### src/rtl/aes_req_arbiter.sv
// Two-requester front end for a shared AES decryption core: round-robin job
// grant, core start/wait with timeout recovery, and a held response channel.
module aes_req_arbiter #(
  parameter int unsigned TIMEOUT = 1023
) (
  input  logic         clk_i,
  input  logic         reset_i,
  input  logic [1:0]   req_valid_i,
  output logic [1:0]   req_ready_o,
  input  logic [127:0] req_key0_i,
  input  logic [127:0] req_msg0_i,
  input  logic [127:0] req_key1_i,
  input  logic [127:0] req_msg1_i,
  output logic         rsp_valid_o,
  input  logic         rsp_ready_i,
  output logic         rsp_id_o,
  output logic [127:0] rsp_data_o,
  output logic         rsp_err_o,
  output logic         core_start_o,
  output logic [127:0] core_key_o,
  output logic [127:0] core_msg_o,
  input  logic         core_done_i,
  input  logic [127:0] core_dec_i,
  output logic         core_reset_o,
  output logic         busy_o,
  output logic [15:0]  job_count_o,
  output logic [7:0]   err_count_o
);

  typedef enum logic [1:0] {
    IDLE  = 2'd0,
    START = 2'd1,
    WAIT  = 2'd2,
    RESP  = 2'd3
  } state_t;

  // Counter holds (WAIT cycles completed - 1) while in WAIT, so the
  // TIMEOUT-th WAIT cycle is the one where it equals TIMEOUT-1.
  localparam logic [15:0] WaitLast = 16'(TIMEOUT - 1);

  state_t         state_q;
  logic           last_grant_q;
  logic [15:0]    wait_cnt_q;
  logic [15:0]    wait_cnt_d;
  logic [127:0]   key_q;
  logic [127:0]   msg_q;
  logic [127:0]   data_q;
  logic           id_q;
  logic           err_q;
  logic [15:0]    job_cnt_q;
  logic [15:0]    job_cnt_d;
  logic [7:0]     err_cnt_q;
  logic [7:0]     err_cnt_d;
  logic           core_start_q;
  logic           core_reset_q;

  logic           grant;
  logic           accept;
  logic           timeout_hit;

  always_comb begin
    grant = req_valid_i[1];
    if (req_valid_i == 2'b11) begin
      grant = ~last_grant_q;
    end
  end

  assign accept      = (state_q == IDLE) && (req_valid_i != 2'b00) && !reset_i;
  assign req_ready_o = accept ? (grant ? 2'b10 : 2'b01) : 2'b00;

  assign wait_cnt_d  = wait_cnt_q + 16'd1;
  assign timeout_hit = (wait_cnt_q == WaitLast);
  assign job_cnt_d   = job_cnt_q + 16'd1;
  assign err_cnt_d   = (err_cnt_q == 8'hFF) ? err_cnt_q : err_cnt_q + 8'd1;

  always_ff @(posedge clk_i or posedge reset_i) begin
    if (reset_i) begin
      state_q      <= IDLE;
      last_grant_q <= 1'b1;
      wait_cnt_q   <= '0;
      key_q        <= '0;
      msg_q        <= '0;
      data_q       <= '0;
      id_q         <= 1'b0;
      err_q        <= 1'b0;
      job_cnt_q    <= '0;
      err_cnt_q    <= '0;
      core_start_q <= 1'b0;
      core_reset_q <= 1'b0;
    end else begin
      core_start_q <= 1'b0;
      core_reset_q <= 1'b0;
      case (state_q)
        IDLE: begin
          if (accept) begin
            key_q        <= grant ? req_key1_i : req_key0_i;
            msg_q        <= grant ? req_msg1_i : req_msg0_i;
            id_q         <= grant;
            last_grant_q <= grant;
            core_start_q <= 1'b1;
            state_q      <= START;
          end
        end
        START: begin
          wait_cnt_q <= '0;
          state_q    <= WAIT;
        end
        WAIT: begin
          wait_cnt_q <= wait_cnt_d;
          // Completion is checked first so a DONE on the last allowed cycle wins.
          if (core_done_i) begin
            data_q    <= core_dec_i;
            err_q     <= 1'b0;
            job_cnt_q <= job_cnt_d;
            state_q   <= RESP;
          end else if (timeout_hit) begin
            data_q       <= '0;
            err_q        <= 1'b1;
            err_cnt_q    <= err_cnt_d;
            core_reset_q <= 1'b1;
            state_q      <= RESP;
          end
        end
        RESP: begin
          if (rsp_ready_i) begin
            state_q <= IDLE;
          end
        end
        default: state_q <= IDLE;
      endcase
    end
  end

  assign rsp_valid_o  = (state_q == RESP);
  assign rsp_id_o     = id_q;
  assign rsp_data_o   = data_q;
  assign rsp_err_o    = err_q;
  assign core_start_o = core_start_q;
  assign core_key_o   = key_q;
  assign core_msg_o   = msg_q;
  assign core_reset_o = core_reset_q;
  assign busy_o       = (state_q != IDLE);
  assign job_count_o  = job_cnt_q;
  assign err_count_o  = err_cnt_q;

endmodule
### config.mk
export PLATFORM = sky130hd
export DESIGN_NAME = aes_req_arbiter
export DESIGN_NICKNAME = d
export VERILOG_FILES = /design/src/rtl/aes_req_arbiter.sv
export SDC_FILE = /design/constraint.sdc
export NUM_CORES = 1
export LEC_CHECK = 0
export ABC_AREA = 1
export BUFFER_PORTS_ARGS = -buffer_cell sky130_fd_sc_hd__buf_4
export CAP_MARGIN = 10
export CORE_AREA = 5 5 408 410
export CTS_BUF_LIST = sky130_fd_sc_hd__clkbuf_16
export CTS_CLUSTER_DIAMETER = 120
export DETAILED_ROUTE_END_ITERATION = 6
export DIE_AREA = 0 0 413 415
export SKIP_LAST_GASP = 1
export SYNTH_ARGS = -nofsm -noshare
export SYNTH_HDL_FRONTEND = slang
export SYNTH_SLANG_ARGS = --single-unit
### constraint.sdc
create_clock -name clk_i -period 14.75 [get_ports clk_i]
set_input_delay 2.2125 -clock clk_i [delete_from_list [all_inputs] [get_ports clk_i]]
set_output_delay 2.2125 -clock clk_i [all_outputs]
set_load 0.02 [all_outputs]
=== Word-level counts from Yosys, hierarchy flattened ===
Index checks and enable logic that the tools add are counted.

* Flip-flop bits (word level): 431
* Latch bits: 0
* Bits in writable memories: 0
* Bits in read-only memories: 0
* Input port bits: 646
* Output and inout bits: 416
* Word-level logic and storage cells: 60
* Memories kept: 0

* Add/subtract/negate cells: 3
* Multiply operators: 0
* Divide/modulo/power cells: 0
* Order comparisons: 0
* Equality and inequality tests: 9
* Shifts and indexed selects: 0
* Mux-type cells: 20
* Bitwise logic cells: 3
* Reduce and logical (&&, ||, !) cells: 13

{| class="wikitable"
|+ Operator list
! operator !! count
|-
| $mux 128 || 4
|-
| $add 16x1->16 const B || 2
|-
| $pmux 16 s2 || 1
|-
| $eq 16x10->1 const B || 1
|-
| $mux 2 || 6
|-
| $add 8x1->8 const B || 1
|-
| $eq 8x8->1 const B || 1
|-
| $mux 1 || 8
|-
| $pmux 2 s4 || 1
|-
| $reduce_bool 2->1 || 4
|-
| $eq 2x2->1 const B || 3
|-
| $reduce_and 2->1 || 3
|-
| $reduce_and 4->1 || 1
|-
| $ne 3x3->1 const B || 1
|-
| $not 1->1 || 3
|-
| $reduce_and 3->1 || 1
|-
| $eq 2x1->1 const B || 1
|-
| $logic_and 1x1->1 || 2
|-
| $logic_not 2->1 || 1
|-
| $ne 2x1->1 const B || 1
|-
| $ne 2x2->1 const B || 1
|-
| $logic_not 1->1 || 1
|}

=== Depth between registers and ports, before layout ===
Gate-level depths: netlist of the first run.

* Depth in word-level cells: 5
* Mapped depth: 10
* Depth with buffers taken out: 9

=== Worst setup path before layout of the first run ===
OpenSTA, ideal clock, no wires.

* Kind: input to output
* Start point: in reset_i
* End point: out req_ready_o[0]
* Arrival time: 13,125 ps
* Data required time: 12,538 ps
* Slack: -588 ps
* Cell stages on the path: 5
* Buffers on the path: 2
* Cell sequence: inv_1 nand3_2 nor2_1 buf_2 buf_4

* Cells in the longest elaborated chain, start to end: 3

{| class="wikitable"
|+ Ends and longest elaborated chain
! item !! RTL line !! source
|-
| start: declaration || 7 || <nowiki>input logic reset_i,</nowiki>
|-
| $logic_not 1->1 (no source line) || n/a ||
|-
| $logic_and 1x1->1 || 68 || <nowiki>assign accept = (state_q == IDLE) && (req_valid_i != 2'b00) && !reset_i;</nowiki>
|-
| $mux 2 || 69 || <nowiki>assign req_ready_o = accept ? (grant ? 2'b10 : 2'b01) : 2'b00;</nowiki>
|-
| end: declaration || 9 || <nowiki>output logic [1:0] req_ready_o,</nowiki>
|}

No other way between the ends.

=== Worst setup path after layout of the first run ===
Ends and elaborated chain as after synthesis.

==> metrics.txt, run 1 <==
result of the run=complete, no violations; first-pass GRT wire length=around 180000 microns; number of cells on the worst reg-to-reg path=9; clock transition at the register clock pins on the worst setup and hold paths after CTS=about 0.05 ns; synthesized-area fraction occupied by xor and xnor cells=less than 1%; worst path setup slack after routing=between 8 and 9 ns; cell count after synthesis=around 2200; count of antenna-violating nets left after detailed routing=0; largest fanout of any net on the critical path=44; number of synthesized flops with an enable pin=0; chip height=415 microns; clock latency on the worst-skew pair=approximately 0.68 ns; CTS Hold Buffers Added=0; part of the Yosys area used for sequential elements=roughly 58%; antenna violations before repair=95; fraction of the cycle the final worst path needs=between 40% and 50%; ranking of synthesized cells by instance count=1086 x nand2_1, 430 x dfrtp_1, 364 x nand3_1, 54 x buf_2, 52 x nor2_1; highest metal layer used by the detailed router=met5; count leader, synth=nand2_1; share of synthesized area spent on multiplexers=0%; fill cell instance count of the final layout=18300; leading cell types by total area after synthesis=dfrtp_1 58%, nand2_1 22%, nand3_1 9.8%; endpoint of the worst hold path=job_count_o[15]; flops & latches, synth=between 400 and 500; routed wirelength normalized by instance count=25.1 microns; detailed-routed wire length on met2=between 60000 and 70000 microns; hold path start=job_count_o[15]; signed area change from the synthesized netlist to the final layout=64.8%; Synth Area in Simple Gates=34.2%; initial cell density of the core=a little under an eighth; First DRT Iteration DRCs=approximately 1700; Static Leak=between 15 and 20 nW; Crit Path Class=primary input to output pin; DIE WIDTH=413 microns; required time worst endpoint=12.54 ns; non-filler instance count after layout=between 5000 and 6000; total of endpoints with negative setup slack in the final report=0; Worst slew margin=29.3%; pin count of the biggest net entering global routing=about 160; depth of the worst hold-timing path=1; HPWL Detailed=between 100000 and 150000 microns; Congestion Overflow GR=0; core box area=between 150000 and 200000 sq um; number of buffers inserted by port buffering=between 1000 and 1500; GRT Util Overall=between 10% and 20%; critical path capture point type=output pin; buffer depth of the longest clock path=3; fraction of the mapped netlist area in adder cells=less than 1%; Primary FF master, synth=dfrtp_1; synthesized netlist net count=~2900; number of placed instances with taps included=~5300; power density of the placed cells=around 200 nW/um^2; dominant combinational cell family by area after synthesis=simple AND/OR/NAND/NOR gates; Routability Congestion=about 0.9; f_max=between 0.15 and 0.2 GHz; post-layout instance area=around 31000 sq um; DIE AREA=around 170000 sq um; area of the mapped netlist=18600 sq um; Remaining DRCs=0; number of clock sinks=about 430; routed wire length=between 100000 and 150000 microns; post-cts resize count=0; worst setup slack for register-to-register paths=about 11 ns; Max Slew Vio Count=0; first drt pass iteration count=6; CTS tree=done; Worst Tran Pin Value=around 1.1 ns; combinational share of power=a little under half; post-route setup TNS=0 ns; type of the most critical hold path=register to register; post-synthesis compound-gate area fraction=1.96%; Synth area leader=dfrtp_1; number of nets in the layout=between 3000 and 4000; metal3 WL=15800 microns; VDD IR max=approximately 130 uV; ys async rst share=100%; dpl cell area=28900 sq um; IO Count=1062; Clk pwr share=21.5%; Period minus WS final=around 6.4 ns; Vias per Instance=approximately 3.7; NetSw=around 0.0027 W; hold slack final=between 0.4 and 0.5 ns; share of Yosys cell area claimed by the top area cell type=57.9%; Clock Skew=a little over 0.05 ns; reg2reg end=core_msg_o[117]; hold violation count in the final report=0; critical path launch point type=primary input; clock root buffer master=clkbuf_16; Post-CTS Repair Setup Buffers=0; unrepaired setup endpoints after global routing=false; Warnings, synthesis=0; cts bufs inserted=56; P_int=0.00351 W; share of final-layout standard cells stronger than drive strength 1=a little over a third; routed via count=between 20000 and 25000; Place WS=8.16 ns; arrival time at the worst endpoint=4.23 ns; synthesized area per cell=approximately 8.4 sq um; proportion of power drawn by flip-flops and latches=32.4%; CTS HTree Levels=2; post-synthesis cell type count=29; share of total power consumed by net switching=between 40% and 50%; Max-Cap Viols=0; Metal-1 WL=roughly 53000 microns; via count of the first global-routing pass=about 20000; number of cell rows=between 100 and 150; launch instance of the worst register-to-register path=state_q[0]
-- area by class of cell --
cell class	instances	area (sq um)	area share, %
well taps	2175	2720	8.88
multi-input cells	1617	7040	23.0
diodes	14	35.0	0.114
clock inverters	48	347	1.13
inverters	44	171	0.559
repair buffers	1079	8140	26.6
flip-flops and latches	431	10800	35.2
clock buffers	56	1400	4.57
-- cells in the final DEF (no fill, tap or decap), types with 2 or more instances in the layout --
master     instances
nand3_2           11
nand3_1          364
bufinv_16          3
a21oi_1            6
nand3b_1           2
o21ai_0            6
diode_2           14
nand2_1         1085
nand4_1           12
dfrtp_1          430
buf_12             3
clkinv_4           2
inv_6              6
xor2_1            10
inv_1             53
clkinv_2           9
a22oi_1           37
ha_1               8
clkbuf_16         56
clkinv_1          14
nor3_1             3
xnor2_1            9
buf_4           1076
nor2_1            51
nor2_4             3
-- how the worst max path moves through the flow --
| stage | end | slack [ns] | from | depth (start not counted) |
|---|---|---|---|---|
| after floorplan | req_ready_o[0] | 2.69 | reset_i | 5 |
| after global placement | req_ready_o[0] | 8.17 | reset_i | 6 |
| after detailed placement | req_ready_o[0] | 8.16 | reset_i | 6 |
| after CTS | req_ready_o[0] | 8.14 | reset_i | 6 |
| after global routing | req_ready_o[0] | 8.04 | reset_i | 6 |
| final | req_ready_o[0] | 8.31 | reset_i | 6 |
-- metal layers --
metal | GRT usage (%) | vias up
met4 | 3.39 | 50
li1 | - | 9141
met5 | 0 | -
met2 | 24.9 | 988
met1 | 18.2 | 10100
met3 | 6.89 | 240
-- power by group through the flow --
stage               logic [W]  clock network, W  registers (W)
global route          0.00313           0.00143        0.00208
global placement      0.00295                 0        0.00203
detailed placement    0.00298                 0        0.00203
CTS                   0.00299           0.00139        0.00203
finish                0.00289           0.00134        0.00203
floorplan            0.000770                 0        0.00258
-- kinds of logic after synthesis --
group / count (synthesis)
AND/OR/NAND/NOR: 1538
flip-flops: 431
buffers and inverters: 172
AO/OA/AOI/OAI: 52
XOR/XNOR: 19
adder cells (fa/ha/maj): 8
-- through the flow --
stage          power, W  utilization, %
2_1_floorplan   0.00335               -
3_3_place_gp    0.00498            17.8
3_5_place_dp    0.00501            17.8
4_1_cts         0.00641            18.9
5_1_grt         0.00664            18.9
6_report        0.00626            18.9
-- worst max-delay path: stages --
cell and delay (ns):
buf_4 0.12, clkinvlp_4 0.37, nand3_4 0.55, nor2_4 0.21
buf_4 0.49, buf_4 0.25
-- sequential cells by signal (all words and copies together), names as in the netlist --
signal        flops
core_key_o      128
core_msg_o      128
core_reset_o      1
core_start_o      1
err_count_o       8
job_count_o      16
last_grant_q      1
rsp_data_o      128
rsp_err_o         1
rsp_id_o          1
state_q           2
wait_cnt_q       16
Power figures use the tool's default switching activity.
==> inputs of run 2 (changes only) <==
--- a/config.mk
+++ b/config.mk
@@ -5,14 +5,14 @@
 export SDC_FILE = /design/constraint.sdc
 export NUM_CORES = 1
 export LEC_CHECK = 0
-export ABC_AREA = 1
+export ABC_AREA = 0
 export BUFFER_PORTS_ARGS = -buffer_cell sky130_fd_sc_hd__buf_4
 export CAP_MARGIN = 10
-export CORE_AREA = 5 5 408 410
+export CORE_AREA = 5 5 414 416
 export CTS_BUF_LIST = sky130_fd_sc_hd__clkbuf_16
 export CTS_CLUSTER_DIAMETER = 120
 export DETAILED_ROUTE_END_ITERATION = 6
-export DIE_AREA = 0 0 413 415
+export DIE_AREA = 0 0 419 421
 export SKIP_LAST_GASP = 1
 export SYNTH_ARGS = -nofsm -noshare
 export SYNTH_HDL_FRONTEND = slang
==> constraint.sdc (replaced) <==
create_clock -name clk_i -period 6.4 [get_ports clk_i]
set_input_delay 0.96 -clock clk_i [delete_from_list [all_inputs] [get_ports clk_i]]
set_output_delay 0.96 -clock clk_i [all_outputs]
set_load 0.02 [all_outputs]
==> metrics.txt, run 2 <==
result of the run=complete, no violations; routed wire length=120000 microns (-13%); leading cell types by total area after synthesis=dfrtp_1 61%, a221o_1 15%, and2_0 7.3%; count of antenna-violating nets left after detailed routing=0 (unchanged); Static Leak=14.0 nW (-9.5%); share of synthesized area spent on multiplexers=0.248% (+0.25 points); antenna violations before repair=52 (-45%); count leader, synth=dfrtp_1; NetSw=0.00596 W (+120%); Max Slew Vio Count=0 (unchanged); part of the Yosys area used for sequential elements=61.1% (+3.0 points); number of clock sinks=431 (unchanged); pin count of the biggest net entering global routing=169 (+6.3%); share of total power consumed by net switching=41.5% (-2.3 points); slowest stage cell on the critical path=a21oi_4; cell count after synthesis=1370 (-38%); CTS Hold Buffers Added=0 (unchanged); non-filler instance count after layout=4633 (-15%); largest fanout of any net on the critical path=19 (-57%); dominant combinational cell family by area after synthesis=compound AO/OA/AOI/OAI gates; Synth Area in Simple Gates=12.3% (-22 points); ranking of synthesized cells by instance count=430 x dfrtp_1, 256 x a221o_1, 205 x and2_0, 128 x a22o_1, 108 x clkbuf_1; flops & latches, synth=431 (unchanged); share of final-layout standard cells stronger than drive strength 1=47.7% (+12 points); DIE AREA=176000 sq um (+2.9%); sequential cell area=10800 sq um (unchanged); proportion of power drawn by flip-flops and latches=33.3% (+0.9 points); Worst slew margin=23.3% (-6.0 points); number of cell rows=150 (+1.4%); first-pass GRT wire length=158000 microns (-12%); Place WS=2.96 ns (-5.19 ns); area occupied by multi-input gates=6450 sq um (-8.4%); number of synthesized flops with an enable pin=0 (unchanged); Period minus WS final=3.74 ns; signed area change from the synthesized netlist to the final layout=68.7%; ys async rst share=100% (unchanged); type of the most critical hold path=primary input to async pin; synthesized-area fraction occupied by xor and xnor cells=1.29% (+0.39 points); arrival time at the worst endpoint=2.78 ns (-1.45 ns); chip height=421 microns (+1.4%); Vias per Instance=3.71 (-1.1%); cts bufs inserted=52 (-7.1%); Crit Path Class=register to output pin; clock transition at the register clock pins on the worst setup and hold paths after CTS=0.06 ns (about the same); core utilization of the finished layout=17.9% (-1.0 points); number of placed instances with taps included=4536 (-15%); clock root buffer master=clkbuf_16; power density of the placed cells=481 nW/um^2 (+140%); combinational share of power=47.1% (+0.9 points); leading cell types in the layout, fill and taps excluded=1072 x buf_4, 430 x dfrtp_1, 256 x a221o_1, 205 x and2_0, 128 x a22o_1; routed via count=17200 (-16%); GRT Util Overall=13.0% (-2.2 points); hold violation count in the final report=0 (unchanged); clock latency on the worst-skew pair=0.64 ns (-0.04 ns); VDD IR max=221 uV (+73%); Worst Tran Pin Value=1.15 ns (+0.0904 ns); via count of the first global-routing pass=17100 (-12%); HPWL Detailed=99400 microns (-13%); buffer depth of the longest clock path=3 (unchanged); DIE WIDTH=419 microns (+1.5%); commonest non-fill, non-tap cell in the layout=buf_4; share of Yosys cell area claimed by the top area cell type=60.9% (+3.0 points); Synth area leader=dfrtp_1; initial cell density of the core=10.6% (-0.89 points); Post-CTS Repair Setup Buffers=0 (unchanged); synthesized area per cell=12.9 sq um (+54%); area of the mapped netlist=17700 sq um (-5.0%); critical path launch point type=register; Warnings, synthesis=0 (unchanged); core box area=167000 sq um (+3.0%); number of buffers inserted by port buffering=1061 (unchanged); Routability Congestion=0.944 (+3.5%); fraction of the cycle the final worst path needs=about three fifths; post-synthesis cell type count=41 (+41%); First DRT Iteration DRCs=1588 (-5.8%); number of nets in the layout=3040 (-22%); maximum single-stage delay on the critical path=0.62 ns (+0.07 ns); Clk pwr share=19.6% (-1.9 points); unrepaired setup endpoints after global routing=false; fill cell instance count of the final layout=18300 (+0.18%); Max-Cap Viols=0 (unchanged); CTS tree=done; worst path cell trace=inv_1 -> ha_1 -> nor2b_1 -> nand2_1 -> a21oi_4 -> buf_4; Remaining DRCs=0 (unchanged); CTS HTree Levels=2 (unchanged); fraction of the mapped netlist area in adder cells=0.567% (+0.028 points); IO Count=1062 (unchanged); Primary FF master, synth=dfrtp_1; required time worst endpoint=5.44 ns (-7.10 ns); post-cts resize count=0 (unchanged); first drt pass iteration count=7 (+1); critical path capture point type=output pin; f_max=0.267 GHz; synthesized netlist net count=2024 (-30%); routed wirelength normalized by instance count=25.9 microns (+3.1%); post-synthesis compound-gate area fraction=21.8% (+20 points); post-layout instance area=29800 sq um (-2.7%); P_int=0.00838 W (+140%); Clock Skew=0.0323 ns (-0.0187 ns); Congestion Overflow GR=0 (unchanged); total of endpoints with negative setup slack in the final report=0 (unchanged); dpl cell area=28200 sq um (-2.2%); worst path setup slack after routing=2.66 ns (-5.65 ns)
[run 2: cell families after synthesis]
logic type               count (synthesis)
AO/OA/AOI/OAI                          411
XOR/XNOR                                26
adder cells (fa/ha/maj)                  8
buffers and inverters                  128
flip-flops                             431
multiplexers                             4
AND/OR/NAND/NOR                        362
[run 2: per-layer routing]
layer / vias up / global-route usage (%) / wire length [microns]
met5: - / 0 / 297
met1: 8813 / 15.5 / 46600
li1: 7275 / - / -
met4: 42 / 2.96 / 3350
met3: 213 / 4.95 / 11600
met2: 832 / 21.9 / 58200
[run 2: cell type report]
class | instances | share of cell area, %
timing repair buffer | 1079 | 27.5
inverter | 11 | 0.151
tap | 2204 | 9.25
antenna | 6 | 0.0504
sequential | 431 | 36.2
clock inverter | 38 | 0.802
multi-input combinational | 811 | 21.6
clock buffer | 53 | 4.45
[run 2: power by group through the flow]
stage	registers (W)	logic [W]	clock network, W
6_report	0.00477	0.00675	0.00281
5_1_grt	0.00489	0.00711	0.00299
4_1_cts	0.00474	0.00687	0.00290
3_5_place_dp	0.00475	0.00684	0
3_3_place_gp	0.00474	0.00678	0
2_1_floorplan	0.00584	0.00202	0
[run 2: worst max-delay path: cells and delay by family (launching register included)]
family | cells | cell delay (ns)
compound gates | 1 | 0.62
fa+ha+maj | 1 | 0.23
buf+inv | 2 | 0.38
flops | 1 | 0.40
simple gates | 2 | 0.50
[run 2: path summary, 6_finish.rpt]
path,startpoint,end,slack [ns],cells past startpoint
setup / recovery,state_q[0],req_ready_o[0],2.66,6
hold / removal,reset_i,rsp_id_o,0.46,2
setup reg to reg,wait_cnt_q[0],rsp_data_o[111],3.06,8
hold reg to reg,job_count_o[15],job_count_o[15],0.48,1
max in group asynchronous,reset_i,rsp_data_o[106],4.29,4
min in group clk_i,job_count_o[15],job_count_o[15],0.48,1
[run 2: stage by stage]
stage | setup TNS, ns | power (W) | hold slack, ns
after floorplan | -162.78 | 0.00786 | 0.500
after global placement | 0 | 0.0115 | 0.462
after detailed placement | 0 | 0.0116 | 0.469
after CTS | 0 | 0.0145 | 0.428
after global routing | 0 | 0.0150 | 0.491
final | 0 | 0.0143 | 0.457
